===== src/rtl/slice_seq_if.sv =====
// Bundle of the sequencer's upstream pixel, coefficient ROM, slice-engine and
// result signals. The master side is the sequencer; the slave side is the
// surrounding system (pixel source, ROM, slice engine, result sink).
interface slice_seq_if #(
  parameter int BLOCKSIZE = 32,
  parameter int WPI       = 32,
  parameter int WINROWS   = 16
);
  localparam int AW = (BLOCKSIZE * WINROWS > 1) ? $clog2(BLOCKSIZE * WINROWS) : 1;
  localparam int WW = (WPI > 1) ? $clog2(WPI) : 1;

  logic                start;
  logic                in_dv;
  logic [7:0]          in_data;
  logic                in_rdy;
  logic [AW-1:0]       coef_addr;
  logic signed [8:0]   coef_data;
  logic                sl_dvi;
  logic [7:0]          sl_data;
  logic signed [8:0]   sl_svcoeff;
  logic                sl_download;
  logic [1:0]          sl_state;
  logic                sl_done;
  logic                sl_dvo;
  logic [31:0]         sl_regout;
  logic                out_dv;
  logic [31:0]         out_data;
  logic [WW-1:0]       out_win;
  logic                band_done;
  logic                err;

  modport master (
    input  start, in_dv, in_data, coef_data, sl_state, sl_done, sl_dvo, sl_regout,
    output in_rdy, coef_addr, sl_dvi, sl_data, sl_svcoeff, sl_download,
           out_dv, out_data, out_win, band_done, err
  );

  modport slave (
    output start, in_dv, in_data, coef_data, sl_state, sl_done, sl_dvo, sl_regout,
    input  in_rdy, coef_addr, sl_dvi, sl_data, sl_svcoeff, sl_download,
           out_dv, out_data, out_win, band_done, err
  );
endinterface


===== src/rtl/slice_seq.sv =====
// Band sequencer: streams one band of pixels (WINROWS rows of WPI windows of
// BLOCKSIZE pixels) into the slice engine with matching coefficients, waits
// for the final row download, then forwards the WPI per-window results.
module slice_seq #(
  parameter int BLOCKSIZE = 32,
  parameter int WPI       = 32,
  parameter int WINROWS   = 16
) (
  input logic          clk,
  input logic          reset,
  slice_seq_if.master  bus
);
  localparam int DATA_W = 8;
  localparam int COEF_W = 9;
  localparam int CW = (BLOCKSIZE > 1) ? $clog2(BLOCKSIZE) : 1;
  localparam int WW = (WPI > 1) ? $clog2(WPI) : 1;
  localparam int RW = (WINROWS > 1) ? $clog2(WINROWS) : 1;
  localparam int AW = (BLOCKSIZE * WINROWS > 1) ? $clog2(BLOCKSIZE * WINROWS) : 1;

  typedef enum logic [1:0] {IDLE, ACCUM, WAIT_DL, DRAIN} state_t;

  state_t                    state_q, state_d;
  logic [CW-1:0]             col_q, col_d;
  logic [WW-1:0]             win_q, win_d;
  logic [RW-1:0]             prow_q, prow_d;
  logic [RW-1:0]             drow_q, drow_d;
  logic [WW-1:0]             rd_q, rd_d;
  logic                      sl_dvi_q, sl_dvi_d;
  logic [DATA_W-1:0]         sl_data_q, sl_data_d;
  logic signed [COEF_W-1:0]  sl_svcoeff_q, sl_svcoeff_d;
  logic                      out_dv_q, out_dv_d;
  logic [31:0]               out_data_q, out_data_d;
  logic [WW-1:0]             out_win_q, out_win_d;
  logic                      band_done_q, band_done_d;
  logic                      err_q, err_d;

  logic                      in_rdy;
  logic                      accept;
  logic                      download;
  logic                      last_pix;
  logic [AW-1:0]             coef_addr;

  // Handshake, coefficient address, next-state and datapath update
  always_comb begin
    state_d      = state_q;
    col_d        = col_q;
    win_d        = win_q;
    prow_d       = prow_q;
    drow_d       = drow_q;
    rd_d         = rd_q;
    sl_dvi_d     = 1'b0;
    sl_data_d    = sl_data_q;
    sl_svcoeff_d = sl_svcoeff_q;
    out_dv_d     = 1'b0;
    out_data_d   = out_data_q;
    out_win_d    = out_win_q;
    band_done_d  = 1'b0;
    err_d        = err_q;

    in_rdy    = (state_q == ACCUM) && (bus.sl_state == 2'd0);
    accept    = bus.in_dv && in_rdy;
    coef_addr = AW'(int'(prow_q) * BLOCKSIZE + int'(col_q));
    last_pix  = (col_q == CW'(BLOCKSIZE - 1)) && (win_q == WW'(WPI - 1)) &&
                (prow_q == RW'(WINROWS - 1));
    download  = bus.sl_done && (drow_q == RW'(WINROWS - 1)) &&
                ((state_q == ACCUM) || (state_q == WAIT_DL));

    // Pixel acceptance: register pixel/coefficient and advance the raster
    if (accept) begin
      sl_dvi_d     = 1'b1;
      sl_data_d    = bus.in_data;
      sl_svcoeff_d = bus.coef_data;
      if (col_q == CW'(BLOCKSIZE - 1)) begin
        col_d = '0;
        if (win_q == WW'(WPI - 1)) begin
          win_d  = '0;
          prow_d = (prow_q == RW'(WINROWS - 1)) ? '0 : prow_q + RW'(1);
        end else begin
          win_d = win_q + WW'(1);
        end
      end else begin
        col_d = col_q + CW'(1);
      end
    end

    // Row-done tracking; the last row's done triggers the download
    if (bus.sl_done && ((state_q == ACCUM) || (state_q == WAIT_DL))) begin
      drow_d = download ? '0 : drow_q + RW'(1);
    end

    // Protocol violations from the slice engine are latched, not acted on
    if ((bus.sl_dvo && (state_q != DRAIN)) ||
        (bus.sl_done && ((state_q == IDLE) || (state_q == DRAIN)))) begin
      err_d = 1'b1;
    end

    case (state_q)
      IDLE: begin
        if (bus.start) begin
          state_d = ACCUM;
          col_d   = '0;
          win_d   = '0;
          prow_d  = '0;
          drow_d  = '0;
          rd_d    = '0;
        end
      end
      ACCUM: begin
        if (accept && last_pix) state_d = WAIT_DL;
      end
      WAIT_DL: begin
        if (download) begin
          state_d = DRAIN;
          rd_d    = '0;
        end
      end
      DRAIN: begin
        if (bus.sl_dvo) begin
          out_dv_d   = 1'b1;
          out_data_d = bus.sl_regout;
          out_win_d  = rd_q;
          if (rd_q == WW'(WPI - 1)) begin
            rd_d        = '0;
            band_done_d = 1'b1;
            state_d     = IDLE;
          end else begin
            rd_d = rd_q + WW'(1);
          end
        end
      end
      default: state_d = IDLE;
    endcase
  end

  // State, counters and registered outputs
  always_ff @(posedge clk) begin
    if (reset) begin
      state_q      <= IDLE;
      col_q        <= '0;
      win_q        <= '0;
      prow_q       <= '0;
      drow_q       <= '0;
      rd_q         <= '0;
      sl_dvi_q     <= 1'b0;
      sl_data_q    <= '0;
      sl_svcoeff_q <= '0;
      out_dv_q     <= 1'b0;
      out_data_q   <= '0;
      out_win_q    <= '0;
      band_done_q  <= 1'b0;
      err_q        <= 1'b0;
    end else begin
      state_q      <= state_d;
      col_q        <= col_d;
      win_q        <= win_d;
      prow_q       <= prow_d;
      drow_q       <= drow_d;
      rd_q         <= rd_d;
      sl_dvi_q     <= sl_dvi_d;
      sl_data_q    <= sl_data_d;
      sl_svcoeff_q <= sl_svcoeff_d;
      out_dv_q     <= out_dv_d;
      out_data_q   <= out_data_d;
      out_win_q    <= out_win_d;
      band_done_q  <= band_done_d;
      err_q        <= err_d;
    end
  end

  assign bus.in_rdy      = in_rdy;
  assign bus.coef_addr   = coef_addr;
  assign bus.sl_dvi      = sl_dvi_q;
  assign bus.sl_data     = sl_data_q;
  assign bus.sl_svcoeff  = sl_svcoeff_q;
  assign bus.sl_download = download;
  assign bus.out_dv      = out_dv_q;
  assign bus.out_data    = out_data_q;
  assign bus.out_win     = out_win_q;
  assign bus.band_done   = band_done_q;
  assign bus.err         = err_q;
endmodule


===== src/flat_wrapper.sv =====
// flat-port wrapper written by rule: the top's interface ports become plain ports
module slice_seq_flat 
#(
  parameter int BLOCKSIZE = 32,
  parameter int WPI       = 32,
  parameter int WINROWS   = 16
)
  (clk, reset, bus_start, bus_in_dv, bus_in_data, bus_coef_data, bus_sl_state, bus_sl_done, bus_sl_dvo, bus_sl_regout, bus_in_rdy, bus_coef_addr, bus_sl_dvi, bus_sl_data, bus_sl_svcoeff, bus_sl_download, bus_out_dv, bus_out_data, bus_out_win, bus_band_done, bus_err);
  slice_seq_if #(.BLOCKSIZE(BLOCKSIZE), .WPI(WPI), .WINROWS(WINROWS)) bus_i ();
  input logic clk;
  input logic reset;
  input wire logic [$bits(bus_i.start)-1:0] bus_start;
  input wire logic [$bits(bus_i.in_dv)-1:0] bus_in_dv;
  input wire logic [$bits(bus_i.in_data)-1:0] bus_in_data;
  input wire logic [$bits(bus_i.coef_data)-1:0] bus_coef_data;
  input wire logic [$bits(bus_i.sl_state)-1:0] bus_sl_state;
  input wire logic [$bits(bus_i.sl_done)-1:0] bus_sl_done;
  input wire logic [$bits(bus_i.sl_dvo)-1:0] bus_sl_dvo;
  input wire logic [$bits(bus_i.sl_regout)-1:0] bus_sl_regout;
  output wire logic [$bits(bus_i.in_rdy)-1:0] bus_in_rdy;
  output wire logic [$bits(bus_i.coef_addr)-1:0] bus_coef_addr;
  output wire logic [$bits(bus_i.sl_dvi)-1:0] bus_sl_dvi;
  output wire logic [$bits(bus_i.sl_data)-1:0] bus_sl_data;
  output wire logic [$bits(bus_i.sl_svcoeff)-1:0] bus_sl_svcoeff;
  output wire logic [$bits(bus_i.sl_download)-1:0] bus_sl_download;
  output wire logic [$bits(bus_i.out_dv)-1:0] bus_out_dv;
  output wire logic [$bits(bus_i.out_data)-1:0] bus_out_data;
  output wire logic [$bits(bus_i.out_win)-1:0] bus_out_win;
  output wire logic [$bits(bus_i.band_done)-1:0] bus_band_done;
  output wire logic [$bits(bus_i.err)-1:0] bus_err;
  assign bus_i.start = bus_start;
  assign bus_i.in_dv = bus_in_dv;
  assign bus_i.in_data = bus_in_data;
  assign bus_i.coef_data = bus_coef_data;
  assign bus_i.sl_state = bus_sl_state;
  assign bus_i.sl_done = bus_sl_done;
  assign bus_i.sl_dvo = bus_sl_dvo;
  assign bus_i.sl_regout = bus_sl_regout;
  assign bus_in_rdy = bus_i.in_rdy;
  assign bus_coef_addr = bus_i.coef_addr;
  assign bus_sl_dvi = bus_i.sl_dvi;
  assign bus_sl_data = bus_i.sl_data;
  assign bus_sl_svcoeff = bus_i.sl_svcoeff;
  assign bus_sl_download = bus_i.sl_download;
  assign bus_out_dv = bus_i.out_dv;
  assign bus_out_data = bus_i.out_data;
  assign bus_out_win = bus_i.out_win;
  assign bus_band_done = bus_i.band_done;
  assign bus_err = bus_i.err;
  slice_seq #(.BLOCKSIZE(BLOCKSIZE), .WPI(WPI), .WINROWS(WINROWS)) u_core (.clk(clk), .reset(reset), .bus(bus_i));
endmodule

===== config.mk =====
export PLATFORM = sky130hd
export DESIGN_NAME = slice_seq_flat
export DESIGN_NICKNAME = d
export VERILOG_FILES = /design/src/rtl/slice_seq_if.sv /design/src/rtl/slice_seq.sv /design/src/flat_wrapper.sv
export SDC_FILE = /design/constraint.sdc
export NUM_CORES = 1
export LEC_CHECK = 0
export CAP_MARGIN = 5
export CORE_AREA = 4 4 92 94
export CTS_BUF_LIST = sky130_fd_sc_hd__clkbuf_16
export CTS_CLUSTER_SIZE = 16
export DETAILED_ROUTE_END_ITERATION = 10
export DIE_AREA = 0 0 96 98
export PLACE_DENSITY = 0.89
export SYNTH_ARGS = -nofsm -noshare
export SYNTH_HDL_FRONTEND = slang
export SYNTH_SLANG_ARGS = --single-unit

===== constraint.sdc =====
create_clock -name clk -period 4.3 [get_ports clk]
set_input_delay 0.86 -clock clk [delete_from_list [all_inputs] [get_ports clk]]
set_output_delay 0.86 -clock clk [all_outputs]
set_load 0.01 [all_outputs]

==> metrics.md <==
| Metric | Value |
|---|---|
| Status | `complete, no violations` |
| Placed wire-length estimate | `6360 um` |
| Post-synth EDFFs | `0` |
| Routed WL per cell | `13.85 um` |
| Top FF cell, synth | `dfxtp_1` |
| Clock skew | `0.005372 ns` |
| Site row count | `32` |
| Endpoint class of the critical path | `primary output` |
| Cell leakage power | `1.775 nW` |
| CP max FO | `7` |
| Hold-fix buffers, CTS | `0` |
| DR vias/cell | `5.120` |
| CTS tree | `done` |
| Synth cell types | `44` |
| Routed Antenna Nets | `0` |
| H-tree depth | `3` |
| # diodes | `0` |
| Die H | `98 um` |
| Fraction of registers with async set/reset | `0%` |
| Total GRT Usage | `18.65%` |
| Power Dens Cells | `415.5 mW/mm2` |
| Maximum VDD drop | `0.2384 mV` |
| Slew @ Worst Pin | `1.155 ns` |
| Max_cap viols | `0` |
| TritonCTS Buffers | `9` |
| Seq/Total Area, Yosys | `49.57%` |
| Worst Hold Slack | `0.4530 ns` |
| Largest net degree at the start of global routing | `64` |
| Syn. warnings | `0` |
| CP peak stage delay | `0.59 ns` |
| Die area | `0.009408 mm2` |
| Hold Path Class | `reg2reg` |
| Syn_nets | `481` |
| Worst-path clk slew | `0.06 ns` |
| Resized cells post-CTS | `0` |
| Vias in the first global route | `3,072` |
| Core box area | `0.007647 mm2` |
| Max Root-Sink Buffers | `2` |
| Instance area at placement | `0.004654 mm2` |
| Synthesized area per cell | `8.156 um2` |
| Initial antenna violation count | `0` |
| Place WS | `1.138 ns` |
| Final design utilization | `65.10%` |
| Final Max Tran Viols | `0` |
| Startpoint Class | `input port` |
| Gr ovfl total | `0` |
| Final Cycle Share | `73.24%` |
| Crit Path Class | `in2out` |
| GP Congestion | `0.8382` |
| Initial Util | `43.83%` |
| WL final | `8797 um` |
| Synth Cell Area | `0.003352 mm2` |
| Post-Layout Inst Area | `0.004979 mm2` |
| Flop2flop setup slack | `2.12 ns` |
| Synth Instances | `411` |
| Worst path cell trace | `clkdlybuf4s50_1 -> nand4_2 -> nor2_1 -> clkdlybuf4s50_1` |
| Root Driver | `clkbuf_16` |
| RSZ-0062 raised after global routing | `false` |
| Layout area overhead | `48.53%` |
| Max-slew headroom | `22.81%` |
| Critical path's most frequent cell | `clkdlybuf4s50_1` |
| Slowest library cell on the worst path | `clkdlybuf4s50_1` |
| Die width | `96 um` |
| Fmax | `0.3175 GHz` |
| Commonest non-fill, non-tap cell in the layout | `nand2_1` |
| Global-route wire length before repair | `14,060 um` |
| Clock latency on the worst-skew pair | `0.33 ns` |
| Post-CTS setup buffers | `0` |
| Worst EP arrival | `2.29 ns` |
| Final hold violations | `0` |
| Tmin final | `3.149 ns` |
| DRT Pass-1 Iters | `4` |
| Layout net count | `598` |
| WP data required | `3.44 ns` |
| FF+latch count, synth | `83` |
| Via count | `3,251` |
| Share of layout cells above drive strength 1 | `5.253%` |
| Final WS setup | `1.151 ns` |
| Number of DRC markers in iteration 0 | `98` |
| Setup violators final | `0` |
| TNS Setup | `0 ns` |
| Most frequent cells in the layout | `nand2_1 (131), clkdlybuf4s50_1 (124), dfxtp_1 (83)` |
| Port-buffer cells | `125` |
| Drc violations | `0` |
| Clock sinks | `83` |
| # IOs | `126` |
## layout make-up
| type | instances | area [um2] |
|---|---|---|
| Multi-Input combinational cell | 299 | 1570 |
| Clock inverter | 7 | 98.84 |
| Inverter | 7 | 26.28 |
| Clock buffer | 9 | 225.2 |
| Fill cell | 631 | 2669 |
| Sequential cell | 83 | 1662 |
| Timing Repair Buffer | 128 | 1269 |
| Tap cell | 102 | 127.6 |
## routing by layer
| layer | wire [um] | global-route usage [%] |
|---|---|---|
| met5 | 0 | 0 |
| met4 | 177 | 7.549 |
| met3 | 813 | 6.317 |
| met2 | 4296 | 31.33 |
| met1 | 3508 | 21.35 |
## worst max-delay path, delay by kind of cell
kind	cells	cell delay (ns)
buf+inv	2	1.13
simple gates	2	0.29
## registers in the layout, indices dropped and copies added, names as in the netlist
| register | count |
|---|---|
| u_core.bus.out_data | 32 |
| u_core.bus.sl_svcoeff | 9 |
| u_core.bus.sl_data | 8 |
| u_core.bus.out_win | 5 |
| u_core.col_q | 5 |
| u_core.rd_q | 5 |
| u_core.win_q | 5 |
| u_core.drow_q | 4 |
| u_core.prow_q | 4 |
| u_core.state_q | 2 |
| u_core.bus.band_done | 1 |
| u_core.bus.err | 1 |
| u_core.bus.out_dv | 1 |
| u_core.bus.sl_dvi | 1 |
## synth_stat cells (all sizes together) (2+ instances only)
cell type / count / area share, %
o21ai: 8 / 1.2
and4: 3 / 0.86
ha: 13 / 4.9
dfxtp: 83 / 50
buf: 7 / 1.1
xor2: 3 / 0.78
nor3b: 2 / 0.45
nor3: 3 / 0.45
nor2b: 4 / 0.75
nand4b: 3 / 0.78
nand4: 8 / 1.7
and3: 4 / 0.75
a21o: 2 / 0.45
inv: 7 / 0.78
or3: 3 / 0.56
or2: 2 / 0.37
nor2: 12 / 1.4
a21oi: 74 / 11
nand3: 6 / 0.90
nand2: 131 / 15
clkbuf: 15 / 1.7
## through the flow
stage	total power, W	cells
6_report	0.002069	635
5_1_grt	0.002167	635
4_1_cts	0.002085	635
3_5_place_dp	0.001248	619
3_3_place_gp	0.001229	619
2_1_floorplan	0.001086	411
## cell families (layout without fill, tap and decap cells)
logic type	after synthesis	in the layout	share of synthesized area, %
AND/OR/NAND/NOR	186	186	24.93
AO/OA/AOI/OAI	96	96	15.98
flip-flops	83	83	49.57
buffers and inverters	29	151	3.584
adder cells (fa/ha/maj)	13	13	4.853
XOR/XNOR	3	3	0.7840
multiplexers	1	1	0.2986
## report_power, final
| part | total (W) | switching (W) | internal [W] |
|---|---|---|---|
| clock network | 0.000831 | 0.000317 | 0.000514 |
| logic | 0.000411 | 0.000232 | 0.000179 |
| registers | 0.000827 | 0.0000234 | 0.000803 |
| total | 0.00207 | 0.000573 | 0.00150 |
## worst paths after layout
path	startpoint	endpoint	cells after the start
worst max register to register	u_core.state_q[1]	u_core.win_q[0]	6
worst min-delay path	u_core.bus.out_data[17]	u_core.bus.out_data[17]	2
worst min register to register	u_core.bus.out_data[17]	u_core.bus.out_data[17]	2
worst max-delay path	bus_sl_done	bus_sl_download	4
Note: power is estimated with default switching activity, not from simulation.
